`config.mk`:
```
export PLATFORM = sky130hd
export DESIGN_NAME = updi_prog_controller
export DESIGN_NICKNAME = d
export VERILOG_FILES = /design/src/rtl/updi_prog_controller.sv
export SDC_FILE = /design/constraint.sdc
export NUM_CORES = 1
export LEC_CHECK = 0
export CORE_MARGIN = 2
export CORE_UTILIZATION = 40
export CTS_BUF_LIST = sky130_fd_sc_hd__clkbuf_8
export DETAILED_ROUTE_END_ITERATION = 16
export GPL_ROUTABILITY_DRIVEN = 0
export GPL_TIMING_DRIVEN = 0
export MAX_ROUTING_LAYER = met4
export PLACE_DENSITY_LB_ADDON = 0.05
export SYNTH_ARGS = -nofsm -noshare
export SYNTH_HDL_FRONTEND = slang
export SYNTH_SLANG_ARGS = --single-unit
```
`constraint.sdc`:
```
create_clock -name clk -period 3.2 [get_ports clk]
set_input_delay 0.32 -clock clk [delete_from_list [all_inputs] [get_ports clk]]
set_output_delay 0.32 -clock clk [all_outputs]
set_load 0.005 [all_outputs]
```
`src/rtl/updi_prog_controller.sv`:
```
// UPDI programming sequencer: unlock, chip erase, page-wise flash write and optional
// read-back verify of a ROM image, one transaction at a time over a valid/ready link.
module updi_prog_controller #(
    parameter int          ROM_BYTES   = 2048,
    parameter int          PAGE_BYTES  = 64,
    parameter logic [15:0] FLASH_BASE  = 16'h8000,
    parameter int          MAX_RETRIES = 3,
    parameter int          POLL_LIMIT  = 1024,
    parameter bit          VERIFY_EN   = 1'b1,
    parameter int          AW          = $clog2(ROM_BYTES)
) (
    input  logic          clk,
    input  logic          rst,
    input  logic          start,
    output logic          busy,
    output logic          done,
    output logic          error,
    output logic [3:0]    err_code,
    output logic [AW-1:0] progress,
    output logic          cmd_valid,
    input  logic          cmd_ready,
    output logic [2:0]    cmd_op,
    output logic [15:0]   cmd_addr,
    output logic [7:0]    cmd_data,
    input  logic          rsp_valid,
    input  logic [7:0]    rsp_data,
    input  logic          rsp_err,
    output logic [AW-1:0] rom_addr,
    input  logic [7:0]    rom_data
);

    localparam int RW = $clog2(MAX_RETRIES + 2);
    localparam int PW = $clog2(POLL_LIMIT + 1);

    localparam logic [2:0] OP_BRK  = 3'd0;
    localparam logic [2:0] OP_STCS = 3'd1;
    localparam logic [2:0] OP_LDCS = 3'd2;
    localparam logic [2:0] OP_KEY  = 3'd3;
    localparam logic [2:0] OP_STS8 = 3'd4;
    localparam logic [2:0] OP_LDS8 = 3'd5;

    typedef enum logic [3:0] {
        S_IDLE, S_BREAK, S_STAT, S_KEY_ER, S_RST_ON, S_RST_OFF, S_POLL_LOCK,
        S_KEY_NVM, S_POLL_PROG, S_PBC, S_WR, S_CMT, S_POLL_NVM, S_VERIFY
    } state_t;

    // Every command walks WAIT (ROM settle, rom_data users only) -> LOAD -> SEND -> RSP.
    typedef enum logic [1:0] {P_WAIT, P_LOAD, P_SEND, P_RSP} phase_t;

    state_t  state, state_n, ret_q, ret_n;
    phase_t  phase, phase_n;

    logic [RW-1:0] retry_cnt;
    logic [PW-1:0] poll_cnt;
    logic [7:0]    exp_q;
    logic          last_q, pg_end_q;

    logic          abort, finish, retry, poll_step, prog_inc, ver_start, go;
    logic [3:0]    abort_code;
    logic          accept, good, rom_cmd;
    logic [2:0]    ld_op;
    logic [15:0]   ld_addr;
    logic [7:0]    ld_data;

    assign busy      = (state != S_IDLE);
    assign cmd_valid = (phase == P_SEND) && (state != S_IDLE);
    assign accept    = cmd_valid && cmd_ready;
    assign good      = (phase == P_RSP) && rsp_valid && !rsp_err;
    assign rom_cmd   = (state == S_WR) || (state == S_VERIFY);

    always_ff @(posedge clk or posedge rst) begin
        if (rst) begin
            state <= S_IDLE;
            phase <= P_LOAD;
            ret_q <= S_IDLE;
        end else begin
            state <= state_n;
            phase <= phase_n;
            ret_q <= ret_n;
        end
    end

    always_comb begin
        state_n    = state;
        phase_n    = phase;
        ret_n      = ret_q;
        abort      = 1'b0;
        abort_code = 4'd0;
        finish     = 1'b0;
        retry      = 1'b0;
        poll_step  = 1'b0;
        prog_inc   = 1'b0;
        ver_start  = 1'b0;
        go         = 1'b0;
        case (phase)
            P_WAIT: phase_n = P_LOAD;
            P_LOAD: if (state != S_IDLE) phase_n = P_SEND;
            P_SEND: if (cmd_ready) begin
                phase_n  = P_RSP;
                prog_inc = (state == S_WR);
            end
            P_RSP: if (rsp_valid) begin
                if (rsp_err) begin
                    if (retry_cnt == RW'(MAX_RETRIES)) begin
                        abort      = 1'b1;
                        abort_code = 4'd2;
                    end else begin
                        retry   = 1'b1;
                        phase_n = P_SEND;
                    end
                end else begin
                    phase_n = P_LOAD;
                    case (state)
                        S_BREAK:  state_n = S_STAT;
                        S_STAT: begin
                            if (rsp_data == 8'h00) begin
                                abort      = 1'b1;
                                abort_code = 4'd1;
                            end else begin
                                state_n = S_KEY_ER;
                            end
                        end
                        S_KEY_ER: begin
                            state_n = S_RST_ON;
                            ret_n   = S_POLL_LOCK;
                        end
                        S_RST_ON: state_n = S_RST_OFF;
                        S_RST_OFF: begin
                            state_n = ret_q;
                            finish  = (ret_q == S_IDLE);
                        end
                        S_POLL_LOCK: begin
                            if (!rsp_data[0]) state_n = S_KEY_NVM;
                            else if (poll_cnt == PW'(POLL_LIMIT - 1)) begin
                                abort      = 1'b1;
                                abort_code = 4'd3;
                            end else poll_step = 1'b1;
                        end
                        S_KEY_NVM: begin
                            state_n = S_RST_ON;
                            ret_n   = S_POLL_PROG;
                        end
                        S_POLL_PROG: begin
                            if (rsp_data[3]) state_n = S_PBC;
                            else if (poll_cnt == PW'(POLL_LIMIT - 1)) begin
                                abort      = 1'b1;
                                abort_code = 4'd4;
                            end else poll_step = 1'b1;
                        end
                        S_PBC:    state_n = S_WR;
                        S_WR:     if (pg_end_q) state_n = S_CMT;
                        S_CMT:    state_n = S_POLL_NVM;
                        S_POLL_NVM: begin
                            if (rsp_data[2]) begin
                                abort      = 1'b1;
                                abort_code = 4'd6;
                            end else if (!rsp_data[0]) begin
                                if (!last_q) state_n = S_PBC;
                                else if (VERIFY_EN) begin
                                    state_n   = S_VERIFY;
                                    ver_start = 1'b1;
                                end else begin
                                    state_n = S_RST_ON;
                                    ret_n   = S_IDLE;
                                end
                            end else if (poll_cnt == PW'(POLL_LIMIT - 1)) begin
                                abort      = 1'b1;
                                abort_code = 4'd5;
                            end else poll_step = 1'b1;
                        end
                        S_VERIFY: begin
                            if (rsp_data != exp_q) begin
                                abort      = 1'b1;
                                abort_code = 4'd7;
                            end else begin
                                prog_inc = 1'b1;
                                if (last_q) begin
                                    state_n = S_RST_ON;
                                    ret_n   = S_IDLE;
                                end
                            end
                        end
                        default: ;
                    endcase
                    if (state_n == S_WR || state_n == S_VERIFY) phase_n = P_WAIT;
                end
            end
            default: ;
        endcase
        if (state == S_IDLE && start) begin
            go      = 1'b1;
            state_n = S_BREAK;
            phase_n = P_LOAD;
        end
        if (abort) begin
            state_n = S_IDLE;
            phase_n = P_LOAD;
        end
    end

    always_comb begin
        ld_op   = OP_BRK;
        ld_addr = 16'h0000;
        ld_data = 8'h00;
        case (state)
            S_STAT:      ld_op = OP_LDCS;
            S_KEY_ER:    ld_op = OP_KEY;
            S_KEY_NVM: begin
                ld_op   = OP_KEY;
                ld_addr = 16'h0001;
            end
            S_RST_ON: begin
                ld_op   = OP_STCS;
                ld_addr = 16'h0008;
                ld_data = 8'h59;
            end
            S_RST_OFF: begin
                ld_op   = OP_STCS;
                ld_addr = 16'h0008;
            end
            S_POLL_LOCK, S_POLL_PROG: begin
                ld_op   = OP_LDCS;
                ld_addr = 16'h000B;
            end
            S_PBC: begin
                ld_op   = OP_STS8;
                ld_addr = 16'h1000;
                ld_data = 8'h04;
            end
            S_WR: begin
                ld_op   = OP_STS8;
                ld_addr = FLASH_BASE + 16'(rom_addr);
                ld_data = rom_data;
            end
            S_CMT: begin
                ld_op   = OP_STS8;
                ld_addr = 16'h1000;
                ld_data = 8'h01;
            end
            S_POLL_NVM: begin
                ld_op   = OP_LDS8;
                ld_addr = 16'h1002;
            end
            S_VERIFY: begin
                ld_op   = OP_LDS8;
                ld_addr = FLASH_BASE + 16'(rom_addr);
            end
            default: ;
        endcase
    end

    always_ff @(posedge clk or posedge rst) begin
        if (rst) begin
            done      <= 1'b0;
            error     <= 1'b0;
            err_code  <= 4'd0;
            progress  <= '0;
            rom_addr  <= '0;
            retry_cnt <= '0;
            poll_cnt  <= '0;
            exp_q     <= 8'h00;
            last_q    <= 1'b0;
            pg_end_q  <= 1'b0;
            cmd_op    <= OP_BRK;
            cmd_addr  <= 16'h0000;
            cmd_data  <= 8'h00;
        end else begin
            done  <= finish;
            error <= abort;
            if (go) begin
                err_code <= 4'd0;
                progress <= '0;
                rom_addr <= '0;
            end
            if (abort) err_code <= abort_code;
            if (ver_start) begin
                rom_addr <= '0;
                progress <= '0;
            end
            // rom_addr moves on at acceptance, so page/image end is judged on the old address.
            if (accept && rom_cmd) begin
                rom_addr <= rom_addr + 1'b1;
                last_q   <= (rom_addr == AW'(ROM_BYTES - 1));
                pg_end_q <= ((rom_addr & AW'(PAGE_BYTES - 1)) == AW'(PAGE_BYTES - 1));
            end
            if (prog_inc) progress <= progress + 1'b1;
            if (go || good)  retry_cnt <= '0;
            else if (retry)  retry_cnt <= retry_cnt + 1'b1;
            if (state_n != state) poll_cnt <= '0;
            else if (poll_step)   poll_cnt <= poll_cnt + 1'b1;
            if (phase == P_LOAD) begin
                cmd_op   <= ld_op;
                cmd_addr <= ld_addr;
                cmd_data <= ld_data;
                if (state == S_VERIFY) exp_q <= rom_data;
            end
        end
    end

endmodule

```
* Word level (Yosys, flattened, before mapping)
Cells that the tools add are included. W data, S select, Z words.
Storage, ports and cells: register bits 89, input port bits 22, output and inout port bits 57, word-level logic and storage cells 182
Cells by class: $add $sub $neg 5, equality and inequality tests 30, multiplexer cells 98, bitwise logic cells 1, reduce and logical (&&, ||, !) cells 32
Operators by type and width (count):
- $pmux W16 S6 | 1
- $mux W4 | 23
- $mux W11 | 6
- $pmux W4 S12 | 1
- $mux W1 | 40
- $add A11 B1 Y11 const B | 3
- $eq A4 B4 Y1 const B | 8
- $pmux W8 S4 | 1
- $pmux W3 S5 | 2
- $mux W3 | 9
- $mux W2 | 10
- $add A16 B11 Y16 const A | 1
- $eq A4 B3 Y1 const B | 4
- $pmux W4 S3 | 1
- $reduce_or A2 Y1 | 6
- $eq A11 B10 Y1 const B | 1
- $eq A11 B11 Y1 const B | 1
- $reduce_bool A3 Y1 | 3
- $eq A4 B2 Y1 const B | 2
- $logic_not A4 Y1 | 2
- $logic_not A8 Y1 | 1
- $ne A4 B3 Y1 const B | 2
- $ne A8 B8 Y1 | 1
- $pmux W2 S4 | 1
- 24 further kinds | 36

* Longest topological paths before layout
Gate-level depths: netlist (run 1).
depth after elaboration 15, gate-level depth with buffers 10, gate-level depth less buffers 9

* Least setup slack after synthesis (run 1)
OpenSTA, ideal clock, no wires.
kind reg2reg, start reg exp_q[2], end reg poll_cnt[0], library setup time 0.116 ns, arrival 2.104 ns, required time 3.084 ns, path slack 0.980 ns, stages on the path, launching flop included 9, path buffers 1, period minus slack after synthesis 2.220 ns, cell sequence dfrtp_1 -> xor2_1 -> nor4_4 -> a21oi_2 -> or4_4 -> a21o_1 -> o22ai_2 -> buf_6 -> nor2_1
On the way: cells in the longest elaborated chain, start to end 13, elaborated cells between the ends (all ways) 19, those cells by class eq/ne (2); mux (16); reduce/logical (1)
Ends and longest elaborated chain:
- start: declaration | line 55 | logic [7:0] exp_q;
- start signal: assignment | line 295 | if (state == S_VERIFY) exp_q <= rom_data;
- $ne A8 B8 Y1 (*) | line 172 | if (rsp_data != exp_q) begin
- $mux W4 | line 172
- $pmux W4 S12 | line 113 | case (state)
- $mux W4 | line 103 | if (rsp_err) begin
- $mux W4 | line 102 | P_RSP: if (rsp_valid) begin
- $mux W4 | line 95 | case (phase)
- $mux W4 | line 103
- $mux W4 | line 102
- $mux W4 | line 95
- $mux W4 | line 190 | if (state == S_IDLE && start) begin
- $mux W4 (*) | line 195 | if (abort) begin
- $ne A4 B4 Y1 (*) | line 289 | if (state_n != state) poll_cnt <= '0;
- $mux W11 / $reduce_bool A2 Y1 (equally long branches)
- end signal: assignment | line 290 | else if (poll_step) poll_cnt <= poll_cnt + 1'b1;
- end: declaration | line 54 | logic [PW-1:0] poll_cnt;
Mark *: on every way between the ends. The rest lies on a longest branch, timed or not. The select of a mux whose other input is x is not followed. A chain may end at the register's enable or synchronous reset.

* Worst setup path after layout (run 1)
start reg state[0], end out busy
On the way: cells in the longest elaborated chain, start to end 1
Ends and longest elaborated chain:
- start: declaration | line 50 | state_t state, state_n, ret_q, ret_n;
- start signal: assignment | line 77 | state <= state_n;
- $reduce_bool A4 Y1 | line 65 | assign busy = (state != S_IDLE);
- end: declaration | line 15 | output logic busy,
Every way passes these cells.

==> impl_metrics.ini, run 1 <==
[status]
status = finished, final reports clean

[layout]
nFillCells = 1135
multi_input_area_mm2 = 0.00238
layout-drive-gt1-share_pct = 8.78
nNetsFinal = 638
final_cell_area_mm2 = 0.00575
seqCellArea_mm2 = 0.00208
n_antenna_cell = 0
areaGrowthSynthToFinish_pct = 23.8
stdcell_count = 758

[synthesis]
synthTopCellsByArea = dfrtp_1 (44%), nand2_1 (5.3%), nor2_1 (5.3%)
netlist_area_mm2 = 0.00464
yosysSeqAreaShare_pct = 44.7
synthCells = 523
yosysWarnings = 0
async_flop_share_pct = 100
yosys.area.top_type = dfrtp_1
synthFlopType = dfrtp_1
synth_edf_count = 0
synth.distinct_cells = 75
synth-seq-cells = 83
synth_top_area_share_pct = 44.2
avgSynthCellArea_um2 = 8.88

[route]
routed_wl_um = 12500
drtPass1Iterations = 4
num_vias = 4122
wl_per_cell_um = 16.5
drc_errors = 0
ant_nets = 0
drtIter0Drc = 258
viasPerCell = 5.44

[setup_path]
path_cells = clkbuf_1 -> buf_2 -> or2_1 -> nor3_1 -> inv_1 -> clkdlybuf4s50_1
path_max_fanout = 10
worstSetupStartpointType = flop
cp_data_required_time_ns = 2.88
critPathSlowestCell = clkdlybuf4s50_1
arrival_ns = 2.52
worst_path_largest_cell_delay_ns = 0.49
path_class = reg2out
cp-end-kind = output pin

[power]
powerDensity_mw_per_mm2 = 561
power_mw = 3.22
irDropWorstVdd_uv = 241
p_leak_nw = 2.54

[clock_network]
cts_hold_buffers = 0
clk_path_buf_depth = 2
root_buffer = clkbuf_8
cts_resized = 0
clk_latency_ns = 0.37
cts_tree = built
htreeDepth = 3
tritoncts.num_buffers = 9
post_cts_buffers = 0
cts.sinks = 83
clk_pin_slew_ns = 0.09

[floorplan]
die_area_mm2 = 0.0125
die_y_um = 112
pin_count = 79
initial_utilization_pct = 40.8
die_x_um = 112
core_mm2 = 0.0114
core.rowCount = 39

[sta]
final-hold-violation-count = 0
tightest_slew_ns = 0.804
fmax_mhz = 352
setup_violations = 0
slew_headroom_pct = 46.2
finalMaxSlewViolations = 0
rsz0062_at_grt = no
finalCritPeriodShare_pct = 88.7
finalCriticalPeriod_ns = 2.84
finClkSkew_ns = 0.0125

[global_route]
grt_use_total_pct = 21.5
antenna_found_initial = 0
grt_max_degree = 47
grt.overflow.total = 0
grt_pass1_vias = 4051
grt_pass1_wl_um = 21000

[worst_hold_path]
hold_class = in2async

[flow_run]
maxCapViolations = 0

[placed_design]
dp.cells = 743
port_buffers = 73
placed_cell_area_mm2 = 0.00559
dp_hpwl_um = 9220
-- metrics by stage --
stage                     hold slack [ns]  utilization [%]  setup TNS (ns)  setup WS, ns
final                               0.361             50.6               0         0.361
after detailed placement            0.456             49.1               0         0.210
after global placement              0.448             48.9          -59.61        -0.733
after floorplan                     0.449                -               0         0.745
after CTS                           0.381             50.6               0         0.376
after global routing                0.417             50.6               0         0.209
-- routing by layer --
layer	part of all wire (%)	up-vias	GRT usage (%)
met5	0	-	-
met3	5.4	14	3.70
li1	-	2018	-
met4	1.5	0	7.00
met2	44	125	31.4
met1	49	1965	30.6
-- worst paths after layout --
path                                         startpoint                      end  slack (ns)  depth (start not counted)
worst max-delay path                 state[0]$_DFF_PP0_                     busy        0.36                          6
worst min-delay path                                rst  progress[0]$_DFFE_PP0P_        0.36                          2
worst max register to register     phase[0]$_DFFE_PP1P_  poll_cnt[7]$_DFFE_PP0P_        0.42                          9
worst min register to register  cmd_data[1]$_DFFE_PP0N_  cmd_data[1]$_DFFE_PP0N_        0.47                          2
max in group asynchronous                           rst     phase[0]$_DFFE_PP1P_        2.17                          3
min in group clk                cmd_data[1]$_DFFE_PP0N_  cmd_data[1]$_DFFE_PP0N_        0.47                          2
-- worst max-delay path, delay by kind of cell (launching register included) --
kind	cells	cell delay (ns)
DFF	1	0.38
buffers and inverters	4	1.05
and+or+nand+nor	2	0.71
-- where the power goes --
part	internal [mW]	switching, mW	total [mW]	leakage, nW
combinational	0.505	0.833	1.34	1.32
sequential	1.16	0.0659	1.23	1.13
clock	0.289	0.369	0.659	0.0943
total	1.96	1.27	3.22	2.54
-- flip-flops by register name (all words and copies together), names as in the netlist, 3 cells and up --
| register | flops |
|---|---|
| cmd_addr | 13 |
| poll_cnt | 11 |
| progress | 11 |
| rom_addr | 11 |
| cmd_data | 8 |
| exp_q | 8 |
| state | 4 |
| cmd_op | 3 |
| err_code | 3 |
| retry_cnt | 3 |
-- Yosys cell counts (all sizes together), types with 5 or more instances --
| library cell | instances |
|---|---|
| and3 | 9 |
| clkbuf | 14 |
| buf | 17 |
| dfrtp | 82 |
| mux2 | 9 |
| nor2 | 68 |
| a31oi | 5 |
| nor4 | 5 |
| nand2 | 67 |
| nor2b | 10 |
| nand4 | 6 |
| mux2i | 6 |
| xor2 | 18 |
| ha | 5 |
| nor3 | 13 |
| inv | 12 |
| a22o | 6 |
| o21ai | 43 |
| nand2b | 8 |
| nand3 | 31 |
| a21oi | 19 |
-- layout by cell type (no fill, tap or decap), drive strengths merged, types with 6 or more instances in the layout --
cell type,netlist,routed
nor2,68,68
mux2,9,9
nor3,13,13
a22o,6,6
clkdlybuf4s50,0,73
dfrtp,82,82
nor2b,10,10
buf,17,18
a21oi,19,19
nand3,31,31
xor2,18,18
nand2,67,67
o21ai,43,43
and3,9,9
mux2i,6,6
clkbuf,14,24
inv,12,14
nand2b,8,8
nand4,6,6
-- area by class of cell --
class,instances,share of cell area (%)
timing repair buffer,74,13.1
inverter,12,0.827
tap,143,3.11
clock buffer,10,2.39
clock inverter,5,0.392
sequential,83,36.2
multi-input combinational,400,41.3
buffer,31,2.72
-- cell families (layout without fill, tap and decap cells) --
group                    count (synthesis)  in the layout  share of synthesized area [%]
XOR/XNOR                                21             21                           3.96
multiplexers                            15             15                           3.48
AND/OR/NAND/NOR                        241            241                           25.7
AO/OA/AOI/OAI                          114            114                           16.4
flip-flops                              83             83                           44.7
buffers and inverters                   43            132                           4.34
other                                    1              4                         0.0807
adder cells (fa/ha/maj)                  5              5                           1.35
(Power assumes the default switching activity.)
==> inputs of run 2 (changes only) <==
--- a/config.mk
+++ b/config.mk
@@ -8,9 +8,11 @@
 export CORE_MARGIN = 2
 export CORE_UTILIZATION = 40
 export CTS_BUF_LIST = sky130_fd_sc_hd__clkbuf_8
+export CTS_CLUSTER_SIZE = 40
 export DETAILED_ROUTE_END_ITERATION = 16
 export GPL_ROUTABILITY_DRIVEN = 0
 export GPL_TIMING_DRIVEN = 0
+export HOLD_SLACK_MARGIN = 0.08
 export MAX_ROUTING_LAYER = met4
 export PLACE_DENSITY_LB_ADDON = 0.05
 export SYNTH_ARGS = -nofsm -noshare
==> constraint.sdc (replaced) <==
create_clock -name clk -period 3.2 [get_ports clk]
set_input_delay 0.96 -clock clk [delete_from_list [all_inputs] [get_ports clk]]
set_output_delay 0.96 -clock clk [all_outputs]
set_load 0.005 [all_outputs]
==> run 2 against run 1 <==
Critical path depth decreased by 1; clock skew about the same; global-route usage about the same; wire length decreased by 0.32%; hold slack improved by 0.10 ns; sequential share of layout area decreased by 0.23 points; register-to-register slack improved by 0.18 ns; critical path type unchanged.
==> impl_metrics.ini, run 2 (synthesis results as in run 1) <==
[floorplan]
die_area_mm2 = 0.0125
pin_count = 79
initial_utilization_pct = 40.8
core_mm2 = 0.0114
die_x_um = 112
die_y_um = 112
core.rowCount = 39

[global_route]
grt_pass1_vias = 4042
antenna_found_initial = 0
grt.overflow.total = 0
grt_pass1_wl_um = 20900
grt_use_total_pct = 21.5
grt_max_degree = 47

[flow_run]
maxCapViolations = 0

[route]
drtIter0Drc = 275
viasPerCell = 5.43
routed_wl_um = 12500
ant_nets = 0
drtPass1Iterations = 5
num_vias = 4127
wl_per_cell_um = 16.4
drc_errors = 0

[worst_hold_path]
hp-start = cmd_data[1]$_DFFE_PP0N_
min_path_cells = 2
hold_class = reg2reg
holdPathEnd = cmd_data[1]$_DFFE_PP0N_

[power]
powerDensity_mw_per_mm2 = 559
irDropWorstVdd_uv = 239
p_leak_nw = 2.57
power_mw = 3.24

[setup_path]
path_class = reg2out
reg2reg_to = poll_cnt[7]$_DFFE_PP0P_
path_max_fanout = 10
reg2reg_depth = 9
worstSetupStartpoint = state[0]$_DFF_PP0_
arrival_ns = 2.13
cp-end-kind = output pin
reg2reg_from = state[2]$_DFF_PP0_
cp_data_required_time_ns = 2.24
r2r_slack_ns = 0.60
worstSetupStartpointType = flop

[layout]
layout_common_cells = dfrtp_1 (81), clkdlybuf4s50_1 (72), nand2_1 (66), nor2_1 (66), o21ai_0 (43)
regMostFlops = cmd_addr
layout_commonest_cell = dfrtp_1
nFillCells = 1137
layout-drive-gt1-share_pct = 9.89
areaGrowthSynthToFinish_pct = 24.6
final_core_util_pct = 50.9
stdcell_count = 760
n_antenna_cell = 0
largest_reg_flops = 13
nNetsFinal = 640
final_cell_area_mm2 = 0.00579

[status]
status = finished, final reports clean

[sta]
rsz0062_at_grt = no
finalSetupTns_ns = 0
slew_headroom_pct = 46.4
finClkSkew_ns = 0.0128
finalMaxSlewViolations = 0
finalCriticalPeriod_ns = 3.09
hold-worst-slack_ns = 0.465
finalCritPeriodShare_pct = 96.6
fmax_mhz = 324
setup_violations = 0
final-hold-violation-count = 0
setup_ws_ns = 0.109
tightest_slew_ns = 0.800

[placed_design]
port_buffers = 73
dp.cells = 743
placed_cell_area_mm2 = 0.00559
dp_hpwl_um = 9220
post-place-ws_ns = -0.430

[clock_network]
cts.sinks = 83
htreeDepth = 3
tritoncts.num_buffers = 9
cts_hold_buffers = 0
clk_latency_ns = 0.37
clk_path_buf_depth = 2
root_buffer = clkbuf_8
clk_pin_slew_ns = 0.07
cts_tree = built
==> run 2: power by group <==
group,total [mW],internal (mW),switching (mW)
registers,1.24,1.16,0.0794
logic,1.33,0.512,0.823
clock network,0.658,0.289,0.369
total,3.24,1.96,1.27
==> run 2: worst max path at each step <==
stage	to	slack (ns)	cells past startpoint
5_1_grt	progress[7]$_DFFE_PP0P_	0.01	7
4_1_cts	poll_cnt[7]$_DFFE_PP0P_	0.02	9
3_5_place_dp	poll_cnt[7]$_DFFE_PP0P_	-0.43	9
2_1_floorplan	cmd_addr[0]$_DFFE_PP0N_	0.10	1
3_3_place_gp	cmd_data[7]$_DFFE_PP0N_	-1.37	2
6_report	busy	0.11	5
==> run 2: timing repair <==
action,in CTS,in global routing
endpoints found under the hold margin,0,0
pin swaps,1,2
gates resized for setup,2,5
setup buffers,0,4
endpoints found under the setup margin,14,17
==> run 2: layout make-up <==
class | instances | area, um2 | share of cell area [%]
Multi-Input combinational cell | 400 | 2390 | 41.3
Clock inverter | 5 | 22.5 | 0.389
Clock buffer | 10 | 138 | 2.38
Tap cell | 143 | 179 | 3.09
Inverter | 12 | 47.5 | 0.821
Timing Repair Buffer | 78 | 783 | 13.5
Buffer | 29 | 150 | 2.59
Sequential cell | 83 | 2080 | 35.9
==> run 2: worst max-delay path, stage by stage, from the launching register on <==
cell and delay [ns]:
dfrtp_2 0.47, buf_2 0.20, or2_1 0.30, nor3_4 0.22
inv_1 0.11, clkdlybuf4s50_1 0.46
==> run 2: layer usage <==
metal,part of all wire [%],vias to the layer above,GRT usage (%)
met4,1.7,0,7.24
li1,-,2023,-
met2,44,128,31.2
met3,5.1,14,3.70
met5,0,-,-
met1,49,1962,30.7
